==> config.mk <==
export PLATFORM = sky130hd
export DESIGN_NAME = shift_sequencer_flat
export DESIGN_NICKNAME = d
export VERILOG_FILES = /design/src/rtl/shift_sequencer_if.sv /design/src/rtl/shift_sequencer.sv /design/src/flat_wrapper.sv
export SDC_FILE = /design/constraint.sdc
export NUM_CORES = 1
export LEC_CHECK = 0
export CORE_MARGIN = 10
export CORE_UTILIZATION = 31
export DETAILED_ROUTE_END_ITERATION = 10
export GPL_TIMING_DRIVEN = 0
export HOLD_SLACK_MARGIN = 0.12
export PLACE_DENSITY = 0.77
export SLEW_MARGIN = 0
export SYNTH_ARGS = -nofsm -noshare
export SYNTH_HDL_FRONTEND = slang
export SYNTH_SLANG_ARGS = --single-unit
==> constraint.sdc <==
create_clock -name clk -period 2.8 [get_ports clk]
set_input_delay 0.84 -clock clk [delete_from_list [all_inputs] [get_ports clk]]
set_output_delay 0.84 -clock clk [all_outputs]
set_load 0.02 [all_outputs]
==> src/rtl/shift_sequencer_if.sv <==
// Request/result handshake bundle between the operand stage, the shift sequencer and the result mux.
// The slave modport is the sequencer's view; the master modport is the requester/consumer's view.
interface shift_sequencer_if #(
  parameter int WIDTH = 16,
  parameter int AMT_W = 4
);
  logic             in_valid;
  logic             in_ready;
  logic [WIDTH-1:0] in_data;
  logic [AMT_W-1:0] in_amt;
  logic             in_dir;
  logic             out_valid;
  logic             out_ready;
  logic [WIDTH-1:0] out_data;
  logic             out_carry;
  logic             out_zero;

  modport slave (
    input  in_valid, in_data, in_amt, in_dir, out_ready,
    output in_ready, out_valid, out_data, out_carry, out_zero
  );

  modport master (
    output in_valid, in_data, in_amt, in_dir, out_ready,
    input  in_ready, out_valid, out_data, out_carry, out_zero
  );
endinterface

==> src/rtl/shift_sequencer.sv <==
// Multi-position logical shift built by iterating an external 1-bit shifter: amt edges from accept to result,
// accepts only when idle, holds the result stable in DONE until out_ready.
module shift_sequencer #(
  parameter int WIDTH = 16,
  parameter int AMT_W = 4
) (
  input  logic             clk,
  input  logic             rst_n,
  shift_sequencer_if.slave bus,
  output logic [WIDTH-1:0] sh_a_o,
  input  logic [WIDTH-1:0] sh_left_i,
  input  logic [WIDTH-1:0] sh_right_i,
  output logic             busy_o
);

  typedef enum logic [1:0] {IDLE, SHIFT, DONE} state_t;

  state_t           state_q, state_d;
  logic [WIDTH-1:0] acc_q, acc_d;
  logic [AMT_W-1:0] cnt_q, cnt_d;
  logic             dir_q, dir_d;
  logic             carry_q, carry_d;

  always_ff @(posedge clk or negedge rst_n) begin
    if (!rst_n) begin
      state_q <= IDLE;
      acc_q   <= '0;
      cnt_q   <= '0;
      dir_q   <= 1'b0;
      carry_q <= 1'b0;
    end else begin
      state_q <= state_d;
      acc_q   <= acc_d;
      cnt_q   <= cnt_d;
      dir_q   <= dir_d;
      carry_q <= carry_d;
    end
  end

  always_comb begin
    state_d = state_q;
    acc_d   = acc_q;
    cnt_d   = cnt_q;
    dir_d   = dir_q;
    carry_d = carry_q;
    case (state_q)
      IDLE: begin
        if (bus.in_valid) begin
          acc_d   = bus.in_data;
          cnt_d   = bus.in_amt;
          dir_d   = bus.in_dir;
          carry_d = 1'b0;
          state_d = (bus.in_amt == '0) ? DONE : SHIFT;
        end
      end
      SHIFT: begin
        // No early exit once acc reaches zero: the count always runs to completion.
        acc_d   = dir_q ? sh_right_i : sh_left_i;
        carry_d = dir_q ? acc_q[0] : acc_q[WIDTH-1];
        cnt_d   = cnt_q - AMT_W'(1);
        if (cnt_q == AMT_W'(1)) begin
          state_d = DONE;
        end
      end
      DONE: begin
        if (bus.out_ready) begin
          state_d = IDLE;
        end
      end
      default: state_d = IDLE;
    endcase
  end

  assign sh_a_o        = acc_q;
  assign bus.out_data  = acc_q;
  assign bus.out_carry = carry_q;
  assign bus.out_zero  = (acc_q == '0);
  assign bus.in_ready  = (state_q == IDLE);
  assign bus.out_valid = (state_q == DONE);
  assign busy_o        = (state_q != IDLE);

endmodule

==> src/flat_wrapper.sv <==
// flat-port wrapper written by rule: the top's interface ports become plain ports
module shift_sequencer_flat 
#(
  parameter int WIDTH = 16,
  parameter int AMT_W = 4
)
  (clk, rst_n, sh_a_o, sh_left_i, sh_right_i, busy_o, bus_in_valid, bus_in_data, bus_in_amt, bus_in_dir, bus_out_ready, bus_in_ready, bus_out_valid, bus_out_data, bus_out_carry, bus_out_zero);
  shift_sequencer_if #(.WIDTH(WIDTH), .AMT_W(AMT_W)) bus_i ();
  input  logic clk;
  input  logic rst_n;
  output logic [WIDTH-1:0] sh_a_o;
  input  logic [WIDTH-1:0] sh_left_i;
  input  logic [WIDTH-1:0] sh_right_i;
  output logic busy_o;
  input wire logic [$bits(bus_i.in_valid)-1:0] bus_in_valid;
  input wire logic [$bits(bus_i.in_data)-1:0] bus_in_data;
  input wire logic [$bits(bus_i.in_amt)-1:0] bus_in_amt;
  input wire logic [$bits(bus_i.in_dir)-1:0] bus_in_dir;
  input wire logic [$bits(bus_i.out_ready)-1:0] bus_out_ready;
  output wire logic [$bits(bus_i.in_ready)-1:0] bus_in_ready;
  output wire logic [$bits(bus_i.out_valid)-1:0] bus_out_valid;
  output wire logic [$bits(bus_i.out_data)-1:0] bus_out_data;
  output wire logic [$bits(bus_i.out_carry)-1:0] bus_out_carry;
  output wire logic [$bits(bus_i.out_zero)-1:0] bus_out_zero;
  assign bus_i.in_valid = bus_in_valid;
  assign bus_i.in_data = bus_in_data;
  assign bus_i.in_amt = bus_in_amt;
  assign bus_i.in_dir = bus_in_dir;
  assign bus_i.out_ready = bus_out_ready;
  assign bus_in_ready = bus_i.in_ready;
  assign bus_out_valid = bus_i.out_valid;
  assign bus_out_data = bus_i.out_data;
  assign bus_out_carry = bus_i.out_carry;
  assign bus_out_zero = bus_i.out_zero;
  shift_sequencer #(.WIDTH(WIDTH), .AMT_W(AMT_W)) u_core (.clk(clk), .rst_n(rst_n), .bus(bus_i), .sh_a_o(sh_a_o), .sh_left_i(sh_left_i), .sh_right_i(sh_right_i), .busy_o(busy_o));
endmodule
==> impl_metrics.ini <==
[min_path]
hold-path-endpoint = u_core.cnt_q[3]
holdPathStages = 1
hold_class = reg -> reg
hold_path.startpoint = u_core.cnt_q[3]

[pwr]
power.switching_mw = 1.16
power_leakage_nw = 1.08
power_density_nw_per_um2 = 1050
p_clk_share_pct = 8.7
intPower_mw = 1.60
p_sw_share_pct = 42.1
pwr-share-comb_pct = 65.4
ir_drop_v = 0.000408
seqPwrFrac_pct = 25.9

[timing]
max_slew.worst_pin.slew_ns = 1.14
max_clock_freq_ghz = 0.368
slew_viol_final = 0
period_share_pct = 97.1
hold_viol = 0
tns_ns = 0
fin_skew_ns = 0.00210
setup_viol = 0
period_needed_ns = 2.72
relSlewSlack_pct = 24.1
rsz0062_at_grt = no
setup_slack_ns = 0.0819

[yosys]
avgSynthCellArea_um2 = 9.74
yosys.area.top_type_share_pct = 38.5
synthCells = 160
netlist_area_um2 = 1560
seq_area_frac_synth_pct = 38.5
ys_async_sr_fraction_pct = 100
synth_cell_types = 35
ys_ff_latch = 24
synth_top_flop_cell = dfrtp_1
ys_top_cells_by_area = dfrtp_1 (39%), mux2i_1 (11%), buf_4 (8.7%)
synth-edff-count = 0
synth_area_leader_cell = dfrtp_1
synth_nets = 219
yosysWarnings = 0

[global_route]
overflow = 0
grt_pass1_wl_mm = 8.38
antenna_found_initial = 0
grt_max_degree = 25
first_global_vias = 1644
grt_usage_pct = 12.3

[floorplan]
start_util_pct = 32.6
fp.dieW_um = 90.9
pin_count = 94
dieArea_um2 = 8270
die_h_um = 90.9
num_rows = 25
core-area_um2 = 4790

[clock_network]
cts_inserted_buffers = 3
cts_hold_buf = 0
clk_latency_ns = 0.26
clk_pin_slew_ns = 0.09
htree_levels = 1
clockBufferDepth = 2
tritoncts = built
postCtsSetupRepairBufs = 0
cts_root_buf = clkbuf_8
clock-sinks = 24

[worst_setup_path]
cp.required_ns = 1.96
critPathArrivalTime_ns = 1.88
slowest_stage = clkdlybuf4s50_1
critPathCaptureType = output port
path_max_fanout = 4
ff2ff_setup_slack_ns = 1.34
r2r_end = u_core.state_q[0]
crit_type = reg -> out
worstSetupStartpointType = flop
r2r_cells = 5
cp_slowest_stage_delay_ns = 0.60
cp_cell_sequence = nor4_2, and4_1, clkdlybuf4s50_1
r2r-start = u_core.cnt_q[1]

[route]
drcViolationCount = 0
via_per_inst = 4.73
wirelength_mm = 5.40
num_vias = 1532
wl_per_cell_um = 16.7
drt_iter0_markers = 80
dr.pass1.iters = 4
drtAntennaViolNets = 0

[layout]
nNetsFinal = 317
post-route-util_pct = 55.2
antenna_cells = 0
fillerInstances = 428
layout_common_cells = clkdlybuf4s50_1 (93), dfrtp_1 (24), nor2_1 (18), buf_4 (18), mux2i_1 (17)
final_common_cell = clkdlybuf4s50_1
layout-drive-gt1-share_pct = 14.8
area_delta_synth_final_pct = 69.4

[placement]
pre_cts_slack_ns = 0.286
gp_congestion = 0.796
portBuffers = 93
hpwlAfterDp_mm = 4.38

[job]
maxCapViolCount = 0

[run_status]
status = completed
## cell type report
type	count	area (um^2)	area share (%)
plain buffers	28	203	7.67
clock buffers	4	55.1	2.08
inverters	5	18.8	0.711
multi-input cells	103	749	28.4
flip-flops and latches	24	601	22.7
well taps	67	83.8	3.17
repair buffers	93	931	35.2
## worst max-delay path by stage
stage	to	slack [ns]	startpoint	cells after the start
CTS	bus_out_zero	0.01	u_core.bus.out_data[9]	3
finish	bus_out_zero	0.08	u_core.bus.out_data[2]	3
floorplan	bus_out_zero	0.92	u_core.bus.out_data[2]	2
global placement	bus_out_zero	0.29	u_core.bus.out_data[2]	3
global route	bus_out_zero	0.007	u_core.bus.out_data[2]	3
detailed placement	bus_out_zero	0.29	u_core.bus.out_data[2]	3
## power by group through the flow
stage / registers (mW) / clock network, mW / logic (mW)
final: 0.715 / 0.240 / 1.81
after floorplan: 0.825 / 0 / 0.920
after global routing: 0.743 / 0.266 / 1.93
after global placement: 0.702 / 0 / 1.80
after CTS: 0.711 / 0.247 / 1.83
after detailed placement: 0.713 / 0 / 1.83
## Yosys cell counts, drive strengths merged, types with 2 or more instances
| cell | instances |
|---|---|
| nor4 | 5 |
| nor2 | 18 |
| buf | 26 |
| a211oi | 9 |
| dfrtp | 24 |
| nor2b | 9 |
| a21oi | 3 |
| a221oi | 7 |
| nor3 | 10 |
| ha | 2 |
| clkbuf | 2 |
| inv | 5 |
| mux2i | 17 |
| o22a | 3 |
| nor3b | 3 |
| nand2b | 3 |
## stage by stage
stage / power (mW) / instances / hold WS (ns) / instance area (um^2)
after global placement: 2.50 / 320 / 0.498 / 2570
after CTS: 2.79 / 324 / 0.512 / 2640
after global routing: 2.93 / 324 / 0.552 / 2640
after floorplan: 1.75 / 160 / 0.472 / 1560
after detailed placement: 2.54 / 320 / 0.500 / 2570
final: 2.76 / 324 / 0.511 / 2640
## metal layers
metal	GRT usage [%]	up-vias	part of all wire, %
li1	-	758	-
met1	13.9	716	40
met2	22.4	56	51
met3	3.99	2	8.1
met4	2.09	0	0.35
met5	0	-	0
## sequential cells by signal (all words and copies together), names as in the netlist
name,flops
u_core.bus.out_carry,1
u_core.bus.out_data,16
u_core.cnt_q,4
u_core.dir_q,1
u_core.state_q,2
## critical path, delay by kind of cell, from the launching register on
| family | cells | cell delay [ns] |
|---|---|---|
| buffers and inverters | 1 | 0.60 |
| DFF | 1 | 0.43 |
| and+or+nand+nor | 2 | 0.58 |
## logic make-up (layout without fill, tap and decap cells)
group | after synthesis | in the layout | share of synthesized area, %
fa+ha+maj | 2 | 2 | 1.60
buf+inv | 33 | 130 | 14.2
mux | 18 | 18 | 11.6
simple gates | 53 | 53 | 18.1
flops | 24 | 24 | 38.5
compound gates | 30 | 30 | 16.0
## what timing repair did
action / CTS / global route
cloned: 0 / 0
resized for setup: 1 / 1
endpoints found under the setup margin: 1 / 1
Power figures use the tool's default switching activity.
